`src/rtl/lieat_mul_pkg.sv`:
```
// Shared types and helpers for the iterative RV32M multiplier sequencer.
// Operand signedness per op is decided here so datapath and control agree.
package lieat_mul_pkg;

    localparam int MUL_WIDTH = 32;

    function automatic int acc_w_of(input int width);
        return 2 * width + 2;
    endfunction

    localparam int ACC_W = acc_w_of(MUL_WIDTH);

    typedef enum logic [1:0] {
        MUL    = 2'b00,
        MULH   = 2'b01,
        MULHSU = 2'b10,
        MULHU  = 2'b11
    } op_e;

    typedef enum logic [1:0] {
        IDLE    = 2'b00,
        CALC    = 2'b01,
        RESOLVE = 2'b10,
        DONE    = 2'b11
    } state_e;

    function automatic logic is_a_signed(input op_e op);
        return (op == MULH) || (op == MULHSU);
    endfunction

    function automatic logic is_b_signed(input op_e op);
        return (op == MULH);
    endfunction

endpackage

```
`src/rtl/lieat_mul_seq_ctrl_compress.sv`:
```
// Generic 3:2 carry-save compressor; carry is already weighted (shifted left by one),
// so sum + carry == x + y + z modulo 2^WIDTH and carry bit 0 is always zero.
module lieat_general_compress32
    import lieat_mul_pkg::*;
#(
    parameter int WIDTH = ACC_W
) (
    input  logic [WIDTH-1:0] x,
    input  logic [WIDTH-1:0] y,
    input  logic [WIDTH-1:0] z,
    output logic [WIDTH-1:0] sum,
    output logic [WIDTH-1:0] carry
);

    assign sum   = x ^ y ^ z;
    assign carry = {(x[WIDTH-2:0] & y[WIDTH-2:0]) |
                    (x[WIDTH-2:0] & z[WIDTH-2:0]) |
                    (y[WIDTH-2:0] & z[WIDTH-2:0]), 1'b0};

endmodule

```
`src/rtl/lieat_mul_seq_ctrl.sv`:
```
// Iterative RV32M multiplier: one carry-save partial-product fold per cycle, then one add.
// Optional early termination on exhausted multiplier bits: LIEAT_MUL_EARLY_TERM_EN.
module lieat_mul_seq_ctrl
    import lieat_mul_pkg::*;
#(
    parameter int WIDTH = MUL_WIDTH
) (
    input  logic             clk,
    input  logic             rst_n,
    input  logic             flush_i,
    input  logic             in_valid,
    output logic             in_ready,
    input  logic [1:0]       op_i,
    input  logic [WIDTH-1:0] a_i,
    input  logic [WIDTH-1:0] b_i,
    output logic             out_valid,
    input  logic             out_ready,
    output logic [WIDTH-1:0] result_o
);

    localparam int AW = acc_w_of(WIDTH);
    localparam int CW = $clog2(WIDTH + 1) + 1;
    localparam logic [CW-1:0] CNT_LAST = CW'(WIDTH);

    state_e           state_r;
    state_e           state_nx_s;
    op_e              op_r;
    op_e              op_in_s;
    logic [WIDTH:0]   a_ext_r;
    logic [WIDTH:0]   b_sh_r;
    logic [AW-1:0]    acc_sum_r;
    logic [AW-1:0]    acc_carry_r;
    logic [CW-1:0]    cnt_r;
    logic [WIDTH-1:0] result_r;
    logic             in_ready_r;
    logic             out_valid_r;

    logic [AW-1:0]      a_wide_s;
    logic [AW-1:0]      pp_s;
    logic [AW-1:0]      cmp_sum_s;
    logic [AW-1:0]      cmp_carry_s;
    logic [2*WIDTH-1:0] prod_s;
    logic               accept_s;
    logic               last_step_s;
    logic               neg_step_s;
    logic               early_s;
    logic               fold_s;

    assign op_in_s  = op_e'(op_i);
    assign accept_s = (state_r == IDLE) && in_valid && !flush_i;

    // b is held as a right-shifting register, so bit 0 is always the multiplier bit at cnt.
    assign a_wide_s    = {{(AW-WIDTH-1){a_ext_r[WIDTH]}}, a_ext_r};
    assign last_step_s = (cnt_r == CNT_LAST);
    assign neg_step_s  = last_step_s && is_b_signed(op_r) && b_sh_r[0];

`ifdef LIEAT_MUL_EARLY_TERM_EN
    assign early_s = (state_r == CALC) && (b_sh_r == {(WIDTH+1){1'b0}});
`else
    assign early_s = 1'b0;
`endif

    assign fold_s = (state_r == CALC) && !early_s;

    // Partial product select; the signed top bit contributes -(a << WIDTH) as ~x + 1.
    always_comb begin
        pp_s = {AW{1'b0}};
        if (b_sh_r[0]) begin
            if (neg_step_s) begin
                pp_s = ~(a_wide_s << WIDTH);
            end else begin
                pp_s = a_wide_s << cnt_r;
            end
        end else begin
            pp_s = {AW{1'b0}};
        end
    end

    lieat_general_compress32 #(
        .WIDTH (AW)
    ) u_compress (
        .x     (acc_sum_r),
        .y     (acc_carry_r),
        .z     (pp_s),
        .sum   (cmp_sum_s),
        .carry (cmp_carry_s)
    );

    assign prod_s = acc_sum_r[2*WIDTH-1:0] + acc_carry_r[2*WIDTH-1:0];

    // Next-state logic; flush overrides every transition.
    always_comb begin
        state_nx_s = state_r;
        if (flush_i) begin
            state_nx_s = IDLE;
        end else begin
            case (state_r)
                IDLE: begin
                    if (in_valid) begin
                        state_nx_s = CALC;
                    end else begin
                        state_nx_s = IDLE;
                    end
                end
                CALC: begin
                    if (early_s || last_step_s) begin
                        state_nx_s = RESOLVE;
                    end else begin
                        state_nx_s = CALC;
                    end
                end
                RESOLVE: begin
                    state_nx_s = DONE;
                end
                DONE: begin
                    if (out_ready) begin
                        state_nx_s = IDLE;
                    end else begin
                        state_nx_s = DONE;
                    end
                end
                default: begin
                    state_nx_s = IDLE;
                end
            endcase
        end
    end

    // State register and registered handshake outputs.
    always_ff @(posedge clk or negedge rst_n) begin
        if (!rst_n) begin
            state_r     <= IDLE;
            in_ready_r  <= 1'b1;
            out_valid_r <= 1'b0;
        end else begin
            state_r     <= state_nx_s;
            in_ready_r  <= (state_nx_s == IDLE);
            out_valid_r <= (state_nx_s == DONE);
        end
    end

    // Operand capture and carry-save accumulation.
    always_ff @(posedge clk or negedge rst_n) begin
        if (!rst_n) begin
            op_r        <= MUL;
            a_ext_r     <= {(WIDTH+1){1'b0}};
            b_sh_r      <= {(WIDTH+1){1'b0}};
            acc_sum_r   <= {AW{1'b0}};
            acc_carry_r <= {AW{1'b0}};
            cnt_r       <= {CW{1'b0}};
        end else if (accept_s) begin
            op_r        <= op_in_s;
            a_ext_r     <= {is_a_signed(op_in_s) & a_i[WIDTH-1], a_i};
            b_sh_r      <= {is_b_signed(op_in_s) & b_i[WIDTH-1], b_i};
            acc_sum_r   <= {AW{1'b0}};
            acc_carry_r <= {AW{1'b0}};
            cnt_r       <= {CW{1'b0}};
        end else if (fold_s) begin
            acc_sum_r   <= cmp_sum_s;
            acc_carry_r <= cmp_carry_s | {{(AW-1){1'b0}}, neg_step_s};
            b_sh_r      <= b_sh_r >> 1;
            cnt_r       <= cnt_r + {{(CW-1){1'b0}}, 1'b1};
        end
    end

    // Final carry-propagate add; result is left untouched by a flush.
    always_ff @(posedge clk or negedge rst_n) begin
        if (!rst_n) begin
            result_r <= {WIDTH{1'b0}};
        end else if ((state_r == RESOLVE) && !flush_i) begin
            if (op_r == MUL) begin
                result_r <= prod_s[WIDTH-1:0];
            end else begin
                result_r <= prod_s[2*WIDTH-1:WIDTH];
            end
        end
    end

    assign in_ready  = in_ready_r;
    assign out_valid = out_valid_r;
    assign result_o  = result_r;

endmodule

```
`config.mk`:
```
export PLATFORM = sky130hd
export DESIGN_NAME = lieat_mul_seq_ctrl
export DESIGN_NICKNAME = d
export VERILOG_FILES = /design/src/rtl/lieat_mul_pkg.sv /design/src/rtl/lieat_mul_seq_ctrl_compress.sv /design/src/rtl/lieat_mul_seq_ctrl.sv
export SDC_FILE = /design/constraint.sdc
export NUM_CORES = 1
export LEC_CHECK = 0
export BUFFER_PORTS_ARGS = -buffer_cell sky130_fd_sc_hd__buf_2
export CAP_MARGIN = 0
export CORE_AREA = 2 2 250 252
export CTS_BUF_LIST = sky130_fd_sc_hd__clkbuf_8
export CTS_CLUSTER_DIAMETER = 150
export CTS_CLUSTER_SIZE = 12
export DETAILED_ROUTE_END_ITERATION = 10
export DIE_AREA = 0 0 252 254
export HOLD_SLACK_MARGIN = 0.12
export SLEW_MARGIN = 20
export SYNTH_ARGS = -nofsm -noshare
export SYNTH_HDL_FRONTEND = slang
export SYNTH_HIERARCHICAL = 1
export SYNTH_SLANG_ARGS = --single-unit
export TNS_END_PERCENT = 1
```
`constraint.sdc`:
```
create_clock -name clk -period 4.9 [get_ports clk]
set_input_delay 0.735 -clock clk [delete_from_list [all_inputs] [get_ports clk]]
set_output_delay 0.735 -clock clk [all_outputs]
set_load 0.05 [all_outputs]
```
==> impl_metrics.py <==
metrics = {
    "power_and_ir_drop": {
        "p_switching_uw": 4617,
        "p_seq_frac": 0.333,
        "power.share.switching": 0.5027,
        "p_leak_uw": 0.009784,
        "intPower_uw": 4567,
        "ir_drop_mv": 0.2447,
        "power.density_nw_per_um2": 468.9,
        "p_clk_frac": 0.128,
        "combPwrFrac": 0.539,
    },
    "global_routing": {
        "antenna_found_initial": 0,
        "grt_max_degree": 164,
        "grt.total_usage": 0.2035,
        "grt_first_pass_wirelength_mm": 101.1,
        "grt_pass1_vias": 16356,
        "grt_overflow": 0,
    },
    "cts": {
        "cts_setup_buffers": 0,
        "cts_resized": 0,
        "htreeDepth": 1,
        "cts_sinks": 239,
        "clockRootBuffer": "clkbuf_8",
        "clk_pin_slew_ps": 100,
        "cts_tree": "yes",
        "hold_buffers": 0,
        "clockBufferDepth": 3,
        "cts_buffers": 23,
        "clock_latency_ps": 630,
    },
    "sta": {
        "rsz0062_at_grt": "no",
        "finalSetupTns_ps": 0,
        "setup_viol": 0,
        "fin_crit_ps": 4126,
        "fin_worst_skew_ps": 41.65,
        "hold_viol_final": 0,
        "relSlewSlack": 0.3917,
        "period_share": 0.8421,
        "tightest_slew_ps": 910.5,
        "slew_violations": 0,
        "max_freq_ghz": 0.2424,
    },
    "final_layout": {
        "diodes": 0,
        "post-route-util": 0.3198,
        "fin_nets": 2411,
        "area_growth_pct": 8.768,
        "drive_above_1_share": 0.1029,
    },
    "synth": {
        "syn_area_um2": 18010,
        "synthesis.nets": 2411,
        "synth_cells": 2209,
        "avgSynthCellArea_um2": 8.153,
        "ys_warn_count": 6,
    },
    "floorplanning": {
        "io_pins": 105,
        "rows": 91,
        "start_util": 0.2940,
        "fp.dieH_um": 254,
        "core-area_um2": 61260,
        "die_w_um": 252,
        "dieArea_um2": 64010,
    },
    "routing": {
        "vias": 16580,
        "ant_nets": 0,
        "wire_per_inst_um": 21.76,
        "finalWirelength_mm": 65.41,
        "viasPerCell": 5.516,
        "dr.pass1.iters": 6,
        "drt_iter0_drc": 1524,
        "drcViolationCount": 0,
    },
    "job": {
        "cap_violations": 0,
    },
    "hold_path": {
        "worstHoldPathType": "input port to async pin",
    },
    "worst_setup_path": {
        "cp-end-kind": "register",
        "cpMostUsedCell": "a21oi_1",
        "cpPeakStageDelay_ps": 670,
        "cp.required_ps": 5380,
        "cp-start-kind": "register",
        "crit_buf_inv": 0,
        "crit_chain": "ha_1, fa_1, a211oi_2, nor2_4, o221ai_2, o2111ai_1, a21oi_1, a211o_1, a21oi_1, nor3_1, xor2_1, o21ai_1",
        "crit_family": "compound AO/OA/AOI/OAI gates",
        "worstPathMaxFanout": 5,
        "crit_path_top_delay_cell": "nor3_1",
        "critPathKind": "register to register",
        "arrival_ps": 4600,
        "timing.reg2reg.setup_slack_ps": 770,
    },
    "run_status": {
        "outcome": "complete, no violations",
    },
    "placed_design": {
        "place_congestion": 0.9723,
        "place_hpwl_mm": 49.67,
        "io_buffers": 104,
    },
}
## worst paths after layout
path / from / to / cells past startpoint
min reg2reg: b_sh_r[11] / b_sh_r[11] / 2
max: acc_sum_r[0] / result_o[14] / 12
max in group asynchronous: rst_n / result_o[27] / 2
min in group clk: b_i[13] / b_sh_r[13] / 3
min: rst_n / result_o[14] / 1
max reg2reg: acc_sum_r[0] / result_o[14] / 12
## placed cells by master (no fill, tap or decap), types with 27 or more instances in the layout
master     n
inv_1     37
o21ai_0   77
a21oi_1  142
buf_2    103
nand2_1  555
a21o_1    41
ha_1      66
buf_4     35
dfrtp_1  237
o21ai_1   44
nand4_1   27
o22ai_1   28
xnor2_1   29
nor2_1   133
a22oi_1   36
fa_1      65
nand3_1  149
mux2i_1   52
## registers in the layout, indices dropped and copies added, names as in the netlist
register,cells
acc_carry_r,64
op_r,2
cnt_r,7
out_valid,1
b_sh_r,33
result_o,32
acc_sum_r,64
state_r,2
a_ext_r,33
in_ready,1
## worst reg2reg max path, delay by kind of cell (launching register included)
kind | cells | cell delay [ps]
XOR/XNOR | 1 | 260
adder cells (fa/ha/maj) | 2 | 750
flip-flops | 1 | 430
AND/OR/NAND/NOR | 2 | 760
AO/OA/AOI/OAI | 7 | 1790
## through the flow
stage | setup WS (ps) | area [um2] | instances | power (uW) | hold WS (ps)
2_1_floorplan | 1467 | 18010 | 2209 | 6141 | 439.4
3_3_place_gp | 868.3 | 19240 | 2974 | 7928 | 457.8
3_5_place_dp | 841.2 | 19240 | 2974 | 7969 | 465.7
4_1_cts | 831.9 | 19590 | 3006 | 9187 | 142.3
5_1_grt | 568.6 | 19590 | 3006 | 9812 | 176.5
6_report | 773.8 | 19590 | 3006 | 9184 | 112.8
## power by group through the flow
stage	sequential (uW)	combinational (uW)	clock (uW)
after global routing	3130	5400	1280
after CTS	3060	4900	1230
after global placement	3070	4860	0
final	3060	4950	1170
after detailed placement	3100	4870	0
after floorplan	2920	3220	0
## metal layers
| layer | share of wire | global-route usage | vias to the layer above |
|---|---|---|---|
| met1 | 0.45 | 0.2831 | 8208 |
| met2 | 0.47 | 0.3354 | 588 |
| met3 | 0.057 | 0.02346 | 82 |
| met4 | 0.025 | 0.05292 | 0 |
| li1 | - | - | 7702 |
| met5 | 0 | 0 | - |
## area by class of cell
cell class	instances	area, um2
repair buffers	142	853.3
multi-input cells	1772	11300
inverters	31	116.4
well taps	790	988.4
clock buffers	23	316.6
fillers	6541	41670
clock inverters	9	33.78
flip-flops and latches	239	5983
(Power assumes the default switching activity.)
